==> config.mk <==
export PLATFORM = sky130hd
export DESIGN_NAME = stg2if
export DESIGN_NICKNAME = d
export VERILOG_FILES = /design/src/rtl/stg2if.sv
export SDC_FILE = /design/constraint.sdc
export NUM_CORES = 1
export LEC_CHECK = 0
export BUFFER_PORTS_ARGS = -buffer_cell sky130_fd_sc_hd__clkbuf_2
export CORE_MARGIN = 4
export CORE_UTILIZATION = 35
export CTS_BUF_LIST = sky130_fd_sc_hd__clkbuf_4
export DETAILED_ROUTE_END_ITERATION = 10
export HOLD_SLACK_MARGIN = 0.05
export PLACE_DENSITY = 0.59
export SYNTH_ARGS = -nofsm -noshare
export SYNTH_HDL_FRONTEND = slang
export SYNTH_SLANG_ARGS = --single-unit
==> constraint.sdc <==
create_clock -name iw_clk -period 4.54 [get_ports iw_clk]
set_clock_uncertainty 0.05 [all_clocks]
set_input_delay 0.454 -clock iw_clk [delete_from_list [all_inputs] [get_ports iw_clk]]
set_output_delay 0.454 -clock iw_clk [all_outputs]
set_load 0.05 [all_outputs]
==> src/rtl/stg2if.sv <==
// stg2if -- instruction-fetch stage.
//
// Pairs each valid fetch slot from the address stage (pc, predicted pc,
// predicted-taken flag) with the instruction word that memory returns in
// the same cycle. Pairs are queued in a DEPTH-entry FIFO so decode can stall
// without losing fetches that are already in flight. The stage asks the
// address stage to hold once the FIFO is within two slots of full, and a
// redirect flush empties it.
//
// Ports:
//   iw_clk, iw_rst      clock; asynchronous active-high reset
//   iw_flush            redirect: discard everything queued this edge
//   iw_pc, iw_ia_valid  slot from the address stage
//   iw_pred_pc          predicted next pc of the slot
//   iw_pred_taken       prediction taken flag of the slot
//   iw_mem_data         instruction word for iw_pc (same cycle)
//   iw_stall            decode cannot accept the head this cycle
//   ow_pc, ow_instr, ow_pred_pc, ow_pred_taken   head entry fields
//   ow_if_valid         head entry is valid
//   ow_hold             address stage must not advance its pc
//   ow_overflow         sticky: a push was attempted while full
//   ow_stall_cnt        cycles with a valid head held off by decode
//
// Build option: define STG2IF_PERF_EN to include the 32-bit stall counter;
// without it ow_stall_cnt is a constant zero.

`ifndef SIZE_ADDR
`define SIZE_ADDR 32
`endif
`ifndef SIZE_DATA
`define SIZE_DATA 32
`endif

module stg2if #(
   parameter  int DEPTH = 4,
   localparam int AW    = $clog2(DEPTH)
) (
   input  logic                  iw_clk,
   input  logic                  iw_rst,
   input  logic                  iw_flush,
   input  logic [`SIZE_ADDR-1:0] iw_pc,
   input  logic                  iw_ia_valid,
   input  logic [`SIZE_ADDR-1:0] iw_pred_pc,
   input  logic                  iw_pred_taken,
   input  logic [`SIZE_DATA-1:0] iw_mem_data,
   input  logic                  iw_stall,
   output logic [`SIZE_ADDR-1:0] ow_pc,
   output logic [`SIZE_DATA-1:0] ow_instr,
   output logic [`SIZE_ADDR-1:0] ow_pred_pc,
   output logic                  ow_pred_taken,
   output logic                  ow_if_valid,
   output logic                  ow_hold,
   output logic                  ow_overflow,
   output logic [31:0]           ow_stall_cnt
);

   localparam int EW = 2 * `SIZE_ADDR + `SIZE_DATA + 1;
   localparam logic [AW:0] FULL_CNT = (AW+1)'(DEPTH);
   localparam logic [AW:0] HOLD_CNT = (AW+1)'(DEPTH - 2);

   logic [EW-1:0] mem [DEPTH];
   logic [AW-1:0] wr_ptr;
   logic [AW-1:0] rd_ptr;
   logic [AW:0]   count;

   logic push;
   logic pop;
   logic full;
   logic wr_en;

   assign full  = (count == FULL_CNT);
   assign push  = iw_ia_valid & ~iw_flush;
   assign pop   = ow_if_valid & ~iw_stall & ~iw_flush;
   // A push into a full FIFO only lands if the head leaves in the same edge.
   assign wr_en = push & (~full | pop);

   assign ow_if_valid = (count != '0);
   assign ow_hold     = (count >= HOLD_CNT);
   assign {ow_pc, ow_instr, ow_pred_pc, ow_pred_taken} = mem[rd_ptr];

   // Storage: data only, no reset needed.
   always_ff @(posedge iw_clk) begin
      if (wr_en)
         mem[wr_ptr] <= {iw_pc, iw_mem_data, iw_pred_pc, iw_pred_taken};
   end

   // Control: pointers, occupancy and sticky overflow.
   always_ff @(posedge iw_clk or posedge iw_rst) begin
      if (iw_rst) begin
         wr_ptr      <= '0;
         rd_ptr      <= '0;
         count       <= '0;
         ow_overflow <= 1'b0;
      end else if (iw_flush) begin
         wr_ptr <= '0;
         rd_ptr <= '0;
         count  <= '0;
      end else begin
         if (wr_en)
            wr_ptr <= wr_ptr + AW'(1);
         if (pop)
            rd_ptr <= rd_ptr + AW'(1);
         case ({wr_en, pop})
            2'b10:   count <= count + (AW+1)'(1);
            2'b01:   count <= count - (AW+1)'(1);
            default: count <= count;
         endcase
         if (push & full & ~pop)
            ow_overflow <= 1'b1;
      end
   end

`ifdef STG2IF_PERF_EN
   logic [31:0] stall_cnt;

   // Counts edges where decode refused a valid head; flush leaves it alone.
   always_ff @(posedge iw_clk or posedge iw_rst) begin
      if (iw_rst)
         stall_cnt <= 32'h0;
      else if (ow_if_valid & iw_stall)
         stall_cnt <= stall_cnt + 32'd1;
   end

   assign ow_stall_cnt = stall_cnt;
`else
   assign ow_stall_cnt = 32'h0;
`endif

endmodule

==> results of run 1 <==
worst paths after layout:
kind,start,cells after the start,to,slack [ns]
setup / recovery,rd_ptr[0],3,ow_instr[7],1.09
setup reg to reg,count[1],3,mem[3][51],2.05
max in group asynchronous,iw_rst,4,rd_ptr[0],3.43
hold / removal,iw_pc[23],2,mem[0][88],0.42
min in group asynchronous,iw_rst,4,count[0],0.71
hold reg to reg,ow_overflow,1,ow_overflow,0.45
where the power goes:
| part | total, mW | switching, mW | internal, mW |
|---|---|---|---|
| sequential | 4.18 | 0.0466 | 4.14 |
| clock | 2.78 | 1.32 | 1.45 |
| combinational | 1.05 | 0.712 | 0.337 |
| total | 8.01 | 2.08 | 5.93 |
flip-flops by register name (all words and copies together), names as in the netlist:
| signal | count |
|---|---|
| wr_ptr | 2 |
| mem | 388 |
| count | 3 |
| rd_ptr | 2 |
| ow_overflow | 1 |
routing by layer:
metal | vias up | wire length [um] | GRT usage
met3 | 47 | 2160 | 0.0497
met1 | 3756 | 12600 | 0.167
li1 | 3369 | - | -
met5 | - | 0 | 0
met4 | 0 | 552 | 0.0521
met2 | 233 | 14800 | 0.215
cells by family after synthesis:
group	Yosys count
flops	396
mux	101
buf+inv	64
simple gates	25
compound gates	12
fa+ha+maj	5
xor+xnor	2
other cells	1
synth_stat cells (all sizes together):
| master | count | area share |
|---|---|---|
| mux2i | 1 | 0.00068 |
| ha | 4 | 0.0034 |
| xor2 | 2 | 0.0012 |
| conb | 1 | 0.00025 |
| edfxtp | 388 | 0.79 |
| nor2b | 2 | 0.00085 |
| inv | 6 | 0.0015 |
| buf | 50 | 0.023 |
| nor3 | 1 | 0.00068 |
| nand3b | 1 | 0.00051 |
| fa | 1 | 0.0014 |
| nor2 | 3 | 0.00076 |
| or3 | 2 | 0.00085 |
| mux4 | 97 | 0.15 |
| and2 | 1 | 0.00042 |
| nand4bb | 1 | 0.00076 |
| a21oi | 4 | 0.0014 |
| mux2 | 3 | 0.0023 |
| a32oi | 1 | 0.00059 |
| o2111ai | 2 | 0.0012 |
| or4 | 2 | 0.0010 |
| nand2 | 3 | 0.00076 |
| a31o | 1 | 0.00059 |
| dfrtp | 8 | 0.014 |
| o21ai | 1 | 0.00034 |
| a31oi | 2 | 0.00085 |
| o31ai | 1 | 0.00051 |
| clkbuf | 8 | 0.0020 |
| nand2b | 2 | 0.00085 |
| or2 | 2 | 0.00085 |
| nor4 | 1 | 0.00042 |
| and3 | 4 | 0.0017 |
through the flow:
step | cells | area [um^2] | setup WS [ns] | total power [mW]
final | 1615 | 18700 | 1.09 | 8.01
after global routing | 1613 | 18700 | 0.791 | 8.45
after CTS | 1611 | 18600 | 0.873 | 8.17
after detailed placement | 1336 | 16400 | 1.74 | 5.26
after global placement | 1336 | 16400 | 1.77 | 5.24
after floorplan | 637 | 14900 | 0.809 | 5.01
final cells by class:
type                            instances  area, um^2  share of cell area
Multi-Input combinational cell        177        2690               0.144
Clock buffer                          145        1090              0.0583
Timing Repair Buffer                  323        2210               0.118
Tap cell                              539         674              0.0361
Inverter                                6        22.5             0.00121
Clock inverter                         25         104             0.00557
Sequential cell                       396       11900               0.636
Antenna cell                            4        10.0            0.000536
critical path, delay by kind of cell (launching register included):
kind | cells | cell delay, ns
buffers and inverters | 2 | 0.80
flip-flops | 1 | 0.79
multiplexers | 1 | 0.60
==> reports/metrics.yaml, run 1 <==
worst_setup_path:
  crit_required_ns: 4.04
  worst_setup_path_end_kind: "output pin"
  worstSetupStartpointType: "flip-flop"
  crit_arrival_ns: 2.94
  cp_slowest_cell: "dfrtp_4"
  crit_fanout: 27
  path_class: "reg2out"
  path_cells: "buf_4 -> mux4_2 -> clkbuf_2"
  max_stage_delay_ns: 0.79
floorplan:
  initial_core_util: 0.354
  chipWidth_um: 214
  dieArea_um2: 45600
  core_um2: 41900
  std_cell_rows: 75
  die_h_um: 214
  boundaryPins: 234
yosys:
  synth_top_family_by_area: "multiplexers"
  synthXorXnorAreaFrac: 0.00118
  postSynthRegisterBits: 396
  synth-compound-area-share: 0.00541
  seq_area_frac_synth: 0.801
  synth-simple-area-share: 0.0104
  synthMuxAreaShare: 0.151
  ys_types: 37
  syn_inst: 606
  yosys_warnings: 0
  synth_area_um2: 14800
  synthAdderAreaFrac: 0.00473
  syn_area_per_cell_um2: 24.4
final_layout:
  final_common_cell: "edfxtp_1"
  areaGrowthSynthToFinish_pct: 26.1
  fill_cells: 3670
  final_cell_mix: "edfxtp_1, clkbuf_2, clkbuf_4"
  nets: 1112
  drive_gt1_frac: 0.449
  finalCoreUtilization: 0.446
pwr:
  leakagePower_nw: 6.49
  power_density_nw_per_um2: 429
  irDropWorstVdd_uv: 236
route:
  avgViaCountPerCell: 4.59
  wl_per_cell_um: 18.6
  dr.pass1.iters: 4
  vias: 7405
  drt_wl_total_um: 30100
  drt_iter0_drc: 439
  drc: 0
  ant_nets: 0
placement:
  hpwl_um: 18200
  place.gp.congestion: 0.678
  port_buffers: 201
clock_network:
  h-tree-depth: 3
  root_buffer: "clkbuf_4"
  path_clk_slew_ns: 0.06
  clock_sinks: 396
  holdBufCountCts: 105
  cts_buffer_depth: 3
  insertion_delay_ns: 0.73
  cts_setup_buffers: 0
  cts_buffers: 101
  cts.repair.resized: 0
  tritoncts: "built"
timing:
  hold_slack_ns: 0.420
  slew_headroom: 0.415
  slew_violations: 0
  period_share: 0.759
  fmax_ghz: 0.290
  tns_ns: 0
  final_hold_viol_count: 0
  setup_viol: 0
  finalCriticalPeriod_ns: 3.45
  rsz0062_at_grt: "no"
  worstMarginPinSlew_ns: 0.878
global_route:
  overflow: 0
  grt_max_degree: 50
  gr-usage-all-layers: 0.134
  grt_pass1_wl_um: 46300
  grt_pass1_vias: 8191
  antenna_found_initial: 4
status:
  status: "finished clean"
flow_run:
  drv_cap: 0
hold_path:
  hp-class: "in2reg"
(Power assumes the default switching activity.)
==> run 2, diff against run 1 <==
--- a/config.mk
+++ b/config.mk
@@ -5,6 +5,7 @@
 export SDC_FILE = /design/constraint.sdc
 export NUM_CORES = 1
 export LEC_CHECK = 0
+export ABC_AREA = 1
 export BUFFER_PORTS_ARGS = -buffer_cell sky130_fd_sc_hd__clkbuf_2
 export CORE_MARGIN = 4
 export CORE_UTILIZATION = 35
==> constraint.sdc (replaced) <==
create_clock -name iw_clk -period 3.45 [get_ports iw_clk]
set_clock_uncertainty 0.05 [all_clocks]
set_input_delay 0.345 -clock iw_clk [delete_from_list [all_inputs] [get_ports iw_clk]]
set_output_delay 0.345 -clock iw_clk [all_outputs]
set_load 0.05 [all_outputs]
==> run 2 against run 1 <==
  * Synthesized cell count increased by 72%
  * Sequential power up 35%
  * Highest routed layer is now met5
  * Setup slack got worse by 0.82 ns
  * Critical path depth increased by 2
  * Global-route usage increased by 1.3 points
  * Combinational power rose to 3.2 times the previous value
==> reports/metrics.yaml, run 2 <==
final_layout:
  fin_area_um2: 19100
  areaGrowthSynthToFinish_pct: 25.7
  final_cell_mix: "edfxtp_1, clkbuf_2, nor2_1"
  fill_cells: 3915
  largest_reg_flops: 388
  drive_gt1_frac: 0.264
  reg_top3: "mem x388, count x3"
  final_common_cell: "edfxtp_1"
  largest_register: "mem"
  nets: 1508
pwr:
  power_density_nw_per_um2: 680
  leakagePower_nw: 6.89
  irDropWorstVdd_uv: 459
  p_total_mw: 13.0
worst_setup_path:
  r2r_cells: 7
  r2r-start: "count[0]"
  crit_arrival_ns: 2.79
  crit_required_ns: 3.05
  r2r_slack_ns: 1.18
  startpoint: "rd_ptr[0]"
  crit_fanout: 56
  worstSetupStartpointType: "flip-flop"
  path_class: "reg2out"
  worst_setup_path_end_kind: "output pin"
clock_network:
  tritoncts: "built"
  path_clk_slew_ns: 0.07
  cts_buffers: 102
  h-tree-depth: 3
  cts_buffer_depth: 3
  insertion_delay_ns: 0.80
  clock_sinks: 396
  root_buffer: "clkbuf_4"
yosys:
  synthTopCellsByArea: "edfxtp_1, nor2_1, o21ai_0"
  yosys_warnings: 0
  synth-compound-area-share: 0.106
  seq_area_frac_synth: 0.781
  syn_area_per_cell_um2: 14.6
  postSynthRegisterBits: 396
  synth_area_um2: 15200
  synthMuxAreaShare: 0
  synthXorXnorAreaFrac: 0.000578
  synth_top_flop_cell: "edfxtp_1"
  synthTopCellsByCount: "edfxtp_1, nor2_1, o21ai_0"
  synth.top_cell.area_share: 0.768
  yosysTopAreaCell: "edfxtp_1"
  async_reset_ff_frac: 0.0202
  synthAdderAreaFrac: 0.00462
  syn_inst: 1040
  ys_types: 28
  synth_top_family_by_area: "compound AO/OA/AOI/OAI gates"
  synth-simple-area-share: 0.0593
  synth.most_common_cell: "edfxtp_1"
  synth_edf_count: 388
route:
  wl_met3_um: 2380
  drt-met1-wl_um: 14400
  drc: 0
  avgViaCountPerCell: 4.70
  met2WireLength_um: 17100
  wl_per_cell_um: 16.6
  vias: 9731
  ant_nets: 0
  dr.pass1.iters: 5
  top_layer_used: "met5"
  drt_iter0_drc: 628
  drt_wl_total_um: 34500
placement:
  place.gp.congestion: 0.749
  hpwl_um: 18500
  dpl_cell_area_um2: 16700
  port_buffers: 201
hold_path:
  min_from: "iw_pred_pc[4]"
  hold_depth: 2
  hp-class: "in2reg"
timing:
  setup_viol: 0
  slew_headroom: 0.556
  slew_violations: 0
  period_share: 0.922
  worstMarginPinSlew_ns: 0.667
  finalCriticalPeriod_ns: 3.18
  final_hold_viol_count: 0
  tns_ns: 0
  fmax_ghz: 0.314
global_route:
  grt_max_degree: 98
  antenna_found_initial: 5
  grt_pass1_vias: 9955
  gr-usage-all-layers: 0.147
  overflow: 0
  grt_pass1_wl_um: 54500
floorplan:
  chipWidth_um: 216
  die_h_um: 216
  dieArea_um2: 46700
  boundaryPins: 234
  core_um2: 43000
  std_cell_rows: 76
  initial_core_util: 0.353
flow_run:
  drv_cap: 0
status:
  status: "finished clean"
==> run 2: cell type report <==
type | count | area, um^2 | area share
Antenna cell | 9 | 22.5 | 0.00118
Multi-Input combinational cell | 564 | 2740 | 0.144
Timing Repair Buffer | 322 | 2340 | 0.123
Inverter | 15 | 65.1 | 0.00341
Tap cell | 585 | 732 | 0.0384
Clock buffer | 151 | 1130 | 0.0595
Clock inverter | 29 | 164 | 0.00860
Sequential cell | 396 | 11900 | 0.622
==> run 2: worst max-delay path, cell delays in order, from the launching register on <==
cell      delay (ns)
dfrtp_4         0.63
inv_8           0.32
buf_12          0.27
nor2_1          0.07
o22ai_1         0.26
clkbuf_2        0.33
==> run 2: final timing paths <==
| check | to |
|---|---|
| setup / recovery | ow_instr[11] |
| hold / removal | mem[3][5] |
| setup reg to reg | mem[3][53] |
| hold reg to reg | wr_ptr[0] |
| max in group asynchronous | rd_ptr[0] |
| min in group asynchronous | count[1] |
==> run 2: logic make-up after synthesis <==
kind of cell / count (synthesis)
buffers and inverters: 111
other: 1
AND/OR/NAND/NOR: 229
AO/OA/AOI/OAI: 297
flip-flops: 396
XOR/XNOR: 1
adder cells (fa/ha/maj): 5
==> run 2: power by group <==
part	switching, mW	internal (mW)	total [mW]	leakage (nW)
Combinational	2.62	0.771	3.39	2.48
Clock	1.79	2.14	3.93	0.781
Sequential	0.107	5.55	5.65	3.62
Total	4.51	8.46	13.0	6.89
==> run 2: routing by layer <==
metal,GRT usage,up-vias
li1,-,4636
met1,0.178,4725
met2,0.248,307
met3,0.0499,61
met4,0.0536,2
met5,0,-
==> run 2: per-stage QoR <==
stage / hold WS (ns) / setup WS [ns] / util / cells
finish: 0.241 / 0.270 / 0.443 / 2071
global route: 0.142 / -0.0188 / 0.443 / 2071
CTS: 0.124 / 0.0326 / 0.443 / 2062
detailed placement: 0.248 / 0.951 / 0.388 / 1777
global placement: 0.244 / 0.949 / 0.388 / 1777
floorplan: 0.111 / -0.698 / - / 1071
==> run 2: repair_timing <==
item / CTS / global route
endpoints found under the hold margin: 404 / 0
hold buffers: 105 / 0
resized for setup: 1 / 1
setup buffers: 0 / 0
endpoints found under the setup margin: 3 / 9
==> run 3, diff against run 2 <==
--- a/config.mk
+++ b/config.mk
@@ -7,12 +7,14 @@
 export LEC_CHECK = 0
 export ABC_AREA = 1
 export BUFFER_PORTS_ARGS = -buffer_cell sky130_fd_sc_hd__clkbuf_2
+export CORE_ASPECT_RATIO = 0.8
 export CORE_MARGIN = 4
-export CORE_UTILIZATION = 35
+export CORE_UTILIZATION = 53
 export CTS_BUF_LIST = sky130_fd_sc_hd__clkbuf_4
 export DETAILED_ROUTE_END_ITERATION = 10
 export HOLD_SLACK_MARGIN = 0.05
-export PLACE_DENSITY = 0.59
+export PLACE_DENSITY = 0.8
+export SKIP_CTS_REPAIR_TIMING = 1
 export SYNTH_ARGS = -nofsm -noshare
 export SYNTH_HDL_FRONTEND = slang
 export SYNTH_SLANG_ARGS = --single-unit
==> run 3 against run 2 <==
  * Total power shrank 2.8%
  * Setup slack better by 0.015 ns
  * Critical path type unchanged
  * Worst hold slack better by 0.10 ns
  * Register-to-register slack worse by 0.04 ns
  * Largest power group unchanged
  * Largest cell class unchanged
==> reports/metrics.yaml, run 3 (synthesis gave the netlist of run 2 again) <==
placement:
  place.gp.congestion: 0.755
  dp_slack_ns: 1.01
  port_buffers: 201
  hpwl_um: 18900
  dpl_cell_area_um2: 16500
floorplan:
  boundaryPins: 234
  core_um2: 28200
  dieArea_um2: 31400
  chipWidth_um: 197
  initial_core_util: 0.538
  die_h_um: 159
  std_cell_rows: 55
worst_setup_path:
  crit_required_ns: 3.05
  worst_setup_path_end_kind: "output pin"
  worst_r2r_endpoint: "mem[2][28]"
  path_class: "reg2out"
  crit_fanout: 196
  r2r_cells: 7
  r2r-start: "count[0]"
  worstSetupStartpointType: "flip-flop"
  startpoint: "rd_ptr[0]"
  cp-endpoint: "ow_instr[4]"
  crit_arrival_ns: 2.77
  r2r_slack_ns: 1.14
status:
  status: "finished clean"
timing:
  fmax_ghz: 0.316
  final_hold_viol_count: 0
  rsz0062_at_grt: "no"
  worst_slack_ns: 0.285
  period_share: 0.917
  worstMarginPinSlew_ns: 0.865
  finalCriticalPeriod_ns: 3.16
  slew_violations: 0
  slew_headroom: 0.423
  tns_ns: 0
  hold_slack_ns: 0.346
  setup_viol: 0
final_layout:
  areaGrowthSynthToFinish_pct: 23.3
  fin_area_um2: 18700
  final_common_cell: "edfxtp_1"
  reg_top3: "mem x388, count x3"
  largest_register: "mem"
  nets: 1512
  drive_gt1_frac: 0.265
  largest_reg_flops: 388
  final_cell_mix: "edfxtp_1, clkbuf_2, nor2_1"
global_route:
  overflow: 0
  grt_pass1_vias: 9655
  antenna_found_initial: 4
  gr-usage-all-layers: 0.203
  grt_pass1_wl_um: 50700
  grt_max_degree: 197
pwr:
  power_density_nw_per_um2: 674
  leakagePower_nw: 6.84
  irDropWorstVdd_uv: 453
route:
  drt_wl_total_um: 34300
  dr.pass1.iters: 5
  wl_per_cell_um: 18.6
  ant_nets: 0
  drc: 0
  drt_iter0_drc: 777
  avgViaCountPerCell: 5.42
  vias: 9989
clock_network:
  clock_sinks: 396
  cts_buffers: 95
  tritoncts: "built"
  h-tree-depth: 3
  path_clk_slew_ns: 0.06
  root_buffer: "clkbuf_4"
  cts_buffer_depth: 3
  insertion_delay_ns: 0.71
hold_path:
  hp-class: "in2reg"
flow_run:
  drv_cap: 0
[run 3: cell count changes in the layout (fill, tap and decap cells not counted), sizes merged]
cell	previous run	this run
buf	16	29
diode	9	4
clkinvlp	0	1
dlygate4sd3	105	103
bufinv	2	0
clkbuf	352	338
clkinv	24	19
[run 3: power breakdown]
| group | total (mW) | internal [mW] | switching, mW |
|---|---|---|---|
| Combinational | 3.43 | 0.774 | 2.65 |
| Clock | 3.54 | 1.81 | 1.73 |
| Sequential | 5.64 | 5.54 | 0.0967 |
[run 3: worst max-delay path, stage by stage, from the launching register on]
cell      delay (ns)
dfrtp_4         0.45
buf_12          0.57
o21ai_0         0.29
o22ai_1         0.26
clkbuf_2        0.32
[run 3: cell type report]
cell class	instances	area [um^2]
clock inverters	23	97.6
clock buffers	137	1030
well taps	370	463
diodes	4	10.0
flip-flops and latches	396	11900
repair buffers	333	2440
inverters	15	62.6
fillers	1945	9510
multi-input cells	564	2740
[run 3: worst min-delay path by stage]
stage | slack (ns) | startpoint | cells past startpoint | to
final | 0.35 | iw_pred_taken | 2 | mem[2][0]
after global routing | 0.28 | iw_pc[29] | 2 | mem[3][94]
after CTS | -0.56 | iw_rst | 2 | rd_ptr[1]
after detailed placement | 0.25 | iw_rst | 2 | ow_overflow
after global placement | 0.26 | iw_rst | 2 | ow_overflow
after floorplan | 0.11 | iw_rst | 1 | count[0]
[run 3: per-layer routing]
layer / global-route usage / vias up / wire length (um)
li1: - / 4626 / -
met1: 0.265 / 4805 / 13500
met2: 0.331 / 494 / 16900
met3: 0.0594 / 64 / 3150
met4: 0.0652 / 0 / 682
met5: 0 / - / 0
[run 3: through the flow]
stage               instances   util  power [mW]
detailed placement       1575  0.586        9.06
floorplan                1071      -        8.29
finish                   1842  0.663        12.6
global placement         1575  0.586        9.00
CTS                      1735  0.626        12.6
global route             1842  0.663        13.2
